==> src/rtl/divisor_subtrai_desloca.sv <==
// divisor_subtrai_desloca: sequential restoring (shift-subtract) unsigned divider.
// Computes an N-bit quotient and N-bit remainder of dividend / divisor in 2N+1 cycles.
// It uses a start/idle/done handshake and exposes the Moore control strobes.
//
// Ports:
//   clk, rst_n          clock, asynchronous active-low reset
//   st                  start request, sampled only in IDLE
//   dividend, divisor   operands, latched on the edge that leaves LOAD
//   quotient, remainder results, valid from DONE until the next LOAD
//   idle/load/sh/su/done one-hot state strobes (exactly one high per cycle)
//   dz                  divide-by-zero flag, valid with done
//
// Optional feature macro: DIVISOR_ZERO_DET_EN
//   When it is defined, a zero divisor is detected in LOAD and the unit jumps straight to DONE.
//   When it is undefined, dz is tied to 0.
module divisor_subtrai_desloca #(
    parameter int unsigned N = 8
) (
    input  logic         clk,
    input  logic         rst_n,
    input  logic         st,
    input  logic [N-1:0] dividend,
    input  logic [N-1:0] divisor,
    output logic [N-1:0] quotient,
    output logic [N-1:0] remainder,
    output logic         idle,
    output logic         load,
    output logic         sh,
    output logic         su,
    output logic         done,
    output logic         dz
);

    localparam int unsigned KW = $clog2(N);
    localparam logic [KW-1:0] K_LAST = KW'(N - 1);

    typedef enum logic [2:0] {
        S_IDLE,
        S_LOAD,
        S_SHIFT,
        S_SUB,
        S_DONE
    } state_t;

    state_t        state, state_d;
    logic [N:0]    a, a_d;
    logic [N-1:0]  q, q_d;
    logic [N-1:0]  b, b_d;
    logic [KW-1:0] k, k_d;
    logic [N:0]    diff;
`ifdef DIVISOR_ZERO_DET_EN
    logic          dz_q, dz_d;
`endif

    // State and datapath registers
    always_ff @(posedge clk or negedge rst_n) begin
        if (!rst_n) begin
            state <= S_IDLE;
            a     <= '0;
            q     <= '0;
            b     <= '0;
            k     <= '0;
`ifdef DIVISOR_ZERO_DET_EN
            dz_q  <= 1'b0;
`endif
        end else begin
            state <= state_d;
            a     <= a_d;
            q     <= q_d;
            b     <= b_d;
            k     <= k_d;
`ifdef DIVISOR_ZERO_DET_EN
            dz_q  <= dz_d;
`endif
        end
    end

    // Next-state and datapath update
    always_comb begin
        state_d = state;
        a_d     = a;
        q_d     = q;
        b_d     = b;
        k_d     = k;
`ifdef DIVISOR_ZERO_DET_EN
        dz_d    = dz_q;
`endif
        // The sign bit of the (N+1)-bit difference indicates A < B, so the subtraction is skipped.
        diff    = a - {1'b0, b};

        case (state)
            S_IDLE: begin
                if (st) state_d = S_LOAD;
            end
            S_LOAD: begin
                a_d     = '0;
                q_d     = dividend;
                b_d     = divisor;
                k_d     = '0;
                state_d = S_SHIFT;
`ifdef DIVISOR_ZERO_DET_EN
                dz_d    = 1'b0;
                if (divisor == '0) begin
                    dz_d    = 1'b1;
                    q_d     = '1;
                    a_d     = {1'b0, dividend};
                    state_d = S_DONE;
                end
`endif
            end
            S_SHIFT: begin
                // A[N] is always 0 here because the partial remainder stays below B.
                {a_d, q_d} = {a[N-1:0], q, 1'b0};
                state_d    = S_SUB;
            end
            S_SUB: begin
                if (!diff[N]) begin
                    a_d    = diff;
                    q_d[0] = 1'b1;
                end
                if (k == K_LAST) begin
                    state_d = S_DONE;
                end else begin
                    k_d     = k + KW'(1);
                    state_d = S_SHIFT;
                end
            end
            S_DONE: begin
                state_d = S_IDLE;
            end
            default: begin
                state_d = S_IDLE;
            end
        endcase
    end

    // Strobes are registered from the next-state decode, so they track the state register exactly.
    always_ff @(posedge clk or negedge rst_n) begin
        if (!rst_n) begin
            idle <= 1'b1;
            load <= 1'b0;
            sh   <= 1'b0;
            su   <= 1'b0;
            done <= 1'b0;
        end else begin
            idle <= (state_d == S_IDLE);
            load <= (state_d == S_LOAD);
            sh   <= (state_d == S_SHIFT);
            su   <= (state_d == S_SUB);
            done <= (state_d == S_DONE);
        end
    end

    assign quotient  = q;
    assign remainder = a[N-1:0];
`ifdef DIVISOR_ZERO_DET_EN
    assign dz = dz_q;
`else
    assign dz = 1'b0;
`endif

endmodule

==> config.mk <==
export PLATFORM = sky130hd
export DESIGN_NAME = divisor_subtrai_desloca
export DESIGN_NICKNAME = d
export VERILOG_FILES = /design/src/rtl/divisor_subtrai_desloca.sv
export SDC_FILE = /design/constraint.sdc
export NUM_CORES = 1
export LEC_CHECK = 0
export BUFFER_PORTS_ARGS = -buffer_cell sky130_fd_sc_hd__buf_2
export CAP_MARGIN = 20
export CORE_UTILIZATION = 51
export CTS_BUF_LIST = sky130_fd_sc_hd__clkbuf_4
export DETAILED_ROUTE_END_ITERATION = 10
export PLACE_DENSITY = 0.75
export SLEW_MARGIN = 15
export SYNTH_ARGS = -nofsm -noshare
export SYNTH_HDL_FRONTEND = slang
export SYNTH_SLANG_ARGS = --single-unit
==> constraint.sdc <==
create_clock -name clk -period 2.6 [get_ports clk]
set_input_delay 0.52 -clock clk [delete_from_list [all_inputs] [get_ports clk]]
set_output_delay 0.52 -clock clk [all_outputs]
set_load 0.01 [all_outputs]
==> flow_summary.json <==
{
  "swShare": 0.452,
  "slew_headroom": 0.475,
  "p_int_mw": 2.13,
  "drt_iter0_drc": 111,
  "final_cells": 298,
  "grt_use_total": 0.205,
  "crit_path_end_kind": "flop",
  "yosysSeqAreaShare": 0.436,
  "reg2reg_from": "a[0]$_DFFE_PN0P_",
  "min-delay-path-class": "input pin to asynchronous set/reset pin",
  "wl_um": 4040,
  "cp.required_ns": 2.84,
  "n_antenna_cell": 0,
  "p_per_area_nw_per_um2": 1640,
  "place_area_sq_um": 2260,
  "drtPass1Iterations": 4,
  "cap_violations": 0,
  "ctsRootBufferMaster": "clkbuf_4",
  "path_class": "flop to flop",
  "dieWidth_um": 65.7,
  "async_flop_share": 1.00,
  "dieArea_sq_um": 4310,
  "synth_area_sq_um": 2070,
  "grt_max_degree": 37,
  "slowest_delay_ns": 0.41,
  "worstPathArrival_ns": 2.71,
  "pwr-share-comb": 0.659,
  "synth_warnings": 0,
  "synth_area_per_cell_sq_um": 9.80,
  "synth_area_leaders": "dfrtp_1 (42%), ha_1 (6.7%), mux2i_1 (6.3%)",
  "yosysMostFrequentCell": "dfrtp_1",
  "hold_buffers": 0,
  "insertion_delay_ns": 0.35,
  "synth_common_cells": "dfrtp_1 (35), nand2_1 (21), o21ai_0 (18)",
  "cts.path.max_buffers": 2,
  "synth_fp_nets": 242,
  "synth_top_area_cell": "dfrtp_1",
  "cp_slowest_cell": "fa_1",
  "clock_sinks": 36,
  "io_pins": 41,
  "status": "finished, final reports clean",
  "fin_crit_sh": 0.950,
  "start_kind": "flop",
  "p_switching_mw": 1.76,
  "dr_total_vias": 1627,
  "rows": 22,
  "finalHoldWorstSlack_ns": 0.249,
  "pwr-share-clk": 0.077,
  "grt_first_pass_wirelength_um": 6580,
  "rsz0062_at_grt": "false",
  "ys.flop_type": "dfrtp_1",
  "max_freq_mhz": 405,
  "cts_max_level": 2,
  "routabilityCongestion": 0.812,
  "dp_cells": 286,
  "io_buffers": 39,
  "ys_ff_latch": 36,
  "r2r_slack_ns": 0.13,
  "hold_viol": 0,
  "path_clk_slew_ns": 0.11,
  "total_power_mw": 3.90,
  "crit_family": "adder cells",
  "cts_made_buffers": 5,
  "synthToLayoutAreaGrowth_pct": 15.0,
  "irDropWorstVdd_uv": 781,
  "synth.distinct_cells": 43,
  "dp_hpwl_um": 2830,
  "start_util": 0.548,
  "synth_cells": 211,
  "grt-ovfl-total": 0,
  "vias_per_cell": 5.46,
  "r2r-end": "a[2]$_DFFE_PN0P_",
  "setup_tns_ns": 0,
  "synth_edf_count": 0,
  "antenna_left": 0,
  "drc": 0,
  "p_leak_nw": 1.15,
  "cts_tree": "done",
  "routedWlPerCell_um": 13.5,
  "grt_pass1_vias": 1456,
  "drive_above_1_share": 0.272,
  "rr_worst_depth": 9,
  "post-route-min-period_ns": 2.47,
  "final_net_count": 280,
  "finalInstanceArea_sq_um": 2380,
  "synth.top_cell.area_share": 0.424,
  "cp_max_fo": 5,
  "die_y_um": 65.7,
  "clock_skew_ns": 0.0145,
  "worstMarginPinSlew_ns": 0.787,
  "crit_chain": "inv_1 -> ha_1 -> fa_1 -> nand2b_4 -> a21oi_4 -> a41oi_4 -> xnor2_4 -> o21bai_4 -> mux2_4",
  "finalMaxSlewViolations": 0,
  "coreArea_sq_um": 3770,
  "antenna_found_initial": 0,
  "seq_power_share": 0.263,
  "finalSetupViolations": 0,
  "crit_buf_inv": 1
}
-- routing by layer --
layer  global-route usage  share of wire
met5                    0              0
met2                0.335           0.47
met1                0.258           0.46
met4               0.0652          0.014
met3               0.0573          0.051
-- cell families after synthesis --
kind of cell | count (synthesis) | share of synthesized area
XOR/XNOR | 2 | 0.0121
flip-flops | 36 | 0.436
AO/OA/AOI/OAI | 56 | 0.188
buffers and inverters | 30 | 0.0714
multiplexers | 16 | 0.0811
AND/OR/NAND/NOR | 58 | 0.133
other | 1 | 0.00181
adder cells (fa/ha/maj) | 12 | 0.0763
-- power groups by stage --
stage | combinational (mW) | clock (mW) | sequential, mW
floorplan | 1.85 | 0 | 1.00
detailed placement | 2.30 | 0 | 1.03
finish | 2.57 | 0.301 | 1.03
global placement | 2.25 | 0 | 1.03
CTS | 2.31 | 0.306 | 1.02
global route | 2.85 | 0.332 | 1.06
-- state kept, by name (all words and copies together), names as in the netlist --
signal	cells
b	8
su	1
a	9
k	3
idle	1
load	1
sh	1
quotient	8
done	1
state	3
-- cells in the final DEF, fill, tap and decap left out, drive strengths merged, types with 2 or more instances in the layout --
cell,Yosys,routed
dfrtp,35,35
o211ai,2,2
o21ai,23,23
and3,2,2
nand2,21,21
nor2b,6,6
a21oi,11,11
a22o,6,6
clkinv,0,3
o21bai,3,3
nor2,16,16
o221ai,2,2
nand2b,3,3
clkbuf,7,5
ha,11,11
nor3b,3,3
mux2,3,3
o41a,2,2
buf,10,48
mux2i,13,13
inv,13,13
nor3,4,4
-- final cells by class --
| type | count | area [sq um] |
|---|---|---|
| Inverter | 13 | 48.8 |
| Sequential cell | 36 | 902 |
| Fill cell | 321 | 1390 |
| Multi-Input combinational cell | 145 | 1050 |
| Clock buffer | 5 | 37.5 |
| Clock inverter | 3 | 18.8 |
| Tap cell | 48 | 60.1 |
| Timing Repair Buffer | 48 | 263 |
-- worst register-to-register path: cells and delay by family, from the launching register on --
kind / cells / cell delay (ns)
simple gates: 1 / 0.18
compound gates: 3 / 0.61
fa+ha+maj: 2 / 0.61
buf+inv: 1 / 0.08
xor+xnor: 1 / 0.20
flops: 1 / 0.39
mux: 1 / 0.32
-- worst max-delay path by stage --
stage / start / endpoint / slack (ns) / cells after the start
after global placement: a[0]$_DFFE_PN0P_ / a[2]$_DFFE_PN0P_ / 0.15 / 9
after CTS: a[0]$_DFFE_PN0P_ / a[2]$_DFFE_PN0P_ / 0.05 / 9
after floorplan: a[0]$_DFFE_PN0P_ / a[2]$_DFFE_PN0P_ / 0.25 / 9
after detailed placement: a[0]$_DFFE_PN0P_ / a[2]$_DFFE_PN0P_ / 0.07 / 9
after global routing: a[0]$_DFFE_PN0P_ / a[4]$_DFFE_PN0P_ / 0.0001 / 10
final: a[0]$_DFFE_PN0P_ / a[2]$_DFFE_PN0P_ / 0.13 / 9
-- through the flow --
step / worst slack (ns) / util
after detailed placement: 0.0712 / 0.600
after floorplan: 0.251 / -
after global placement: 0.146 / 0.600
after global routing: 0.000144 / 0.630
final: 0.130 / 0.630
after CTS: 0.0542 / 0.614
-- timing repair --
action / in CTS / in global routing
endpoints found under the setup margin: 0 / 6
resized for setup: 0 / 3
setup buffers: 0 / 4
(Power assumes the default switching activity.)
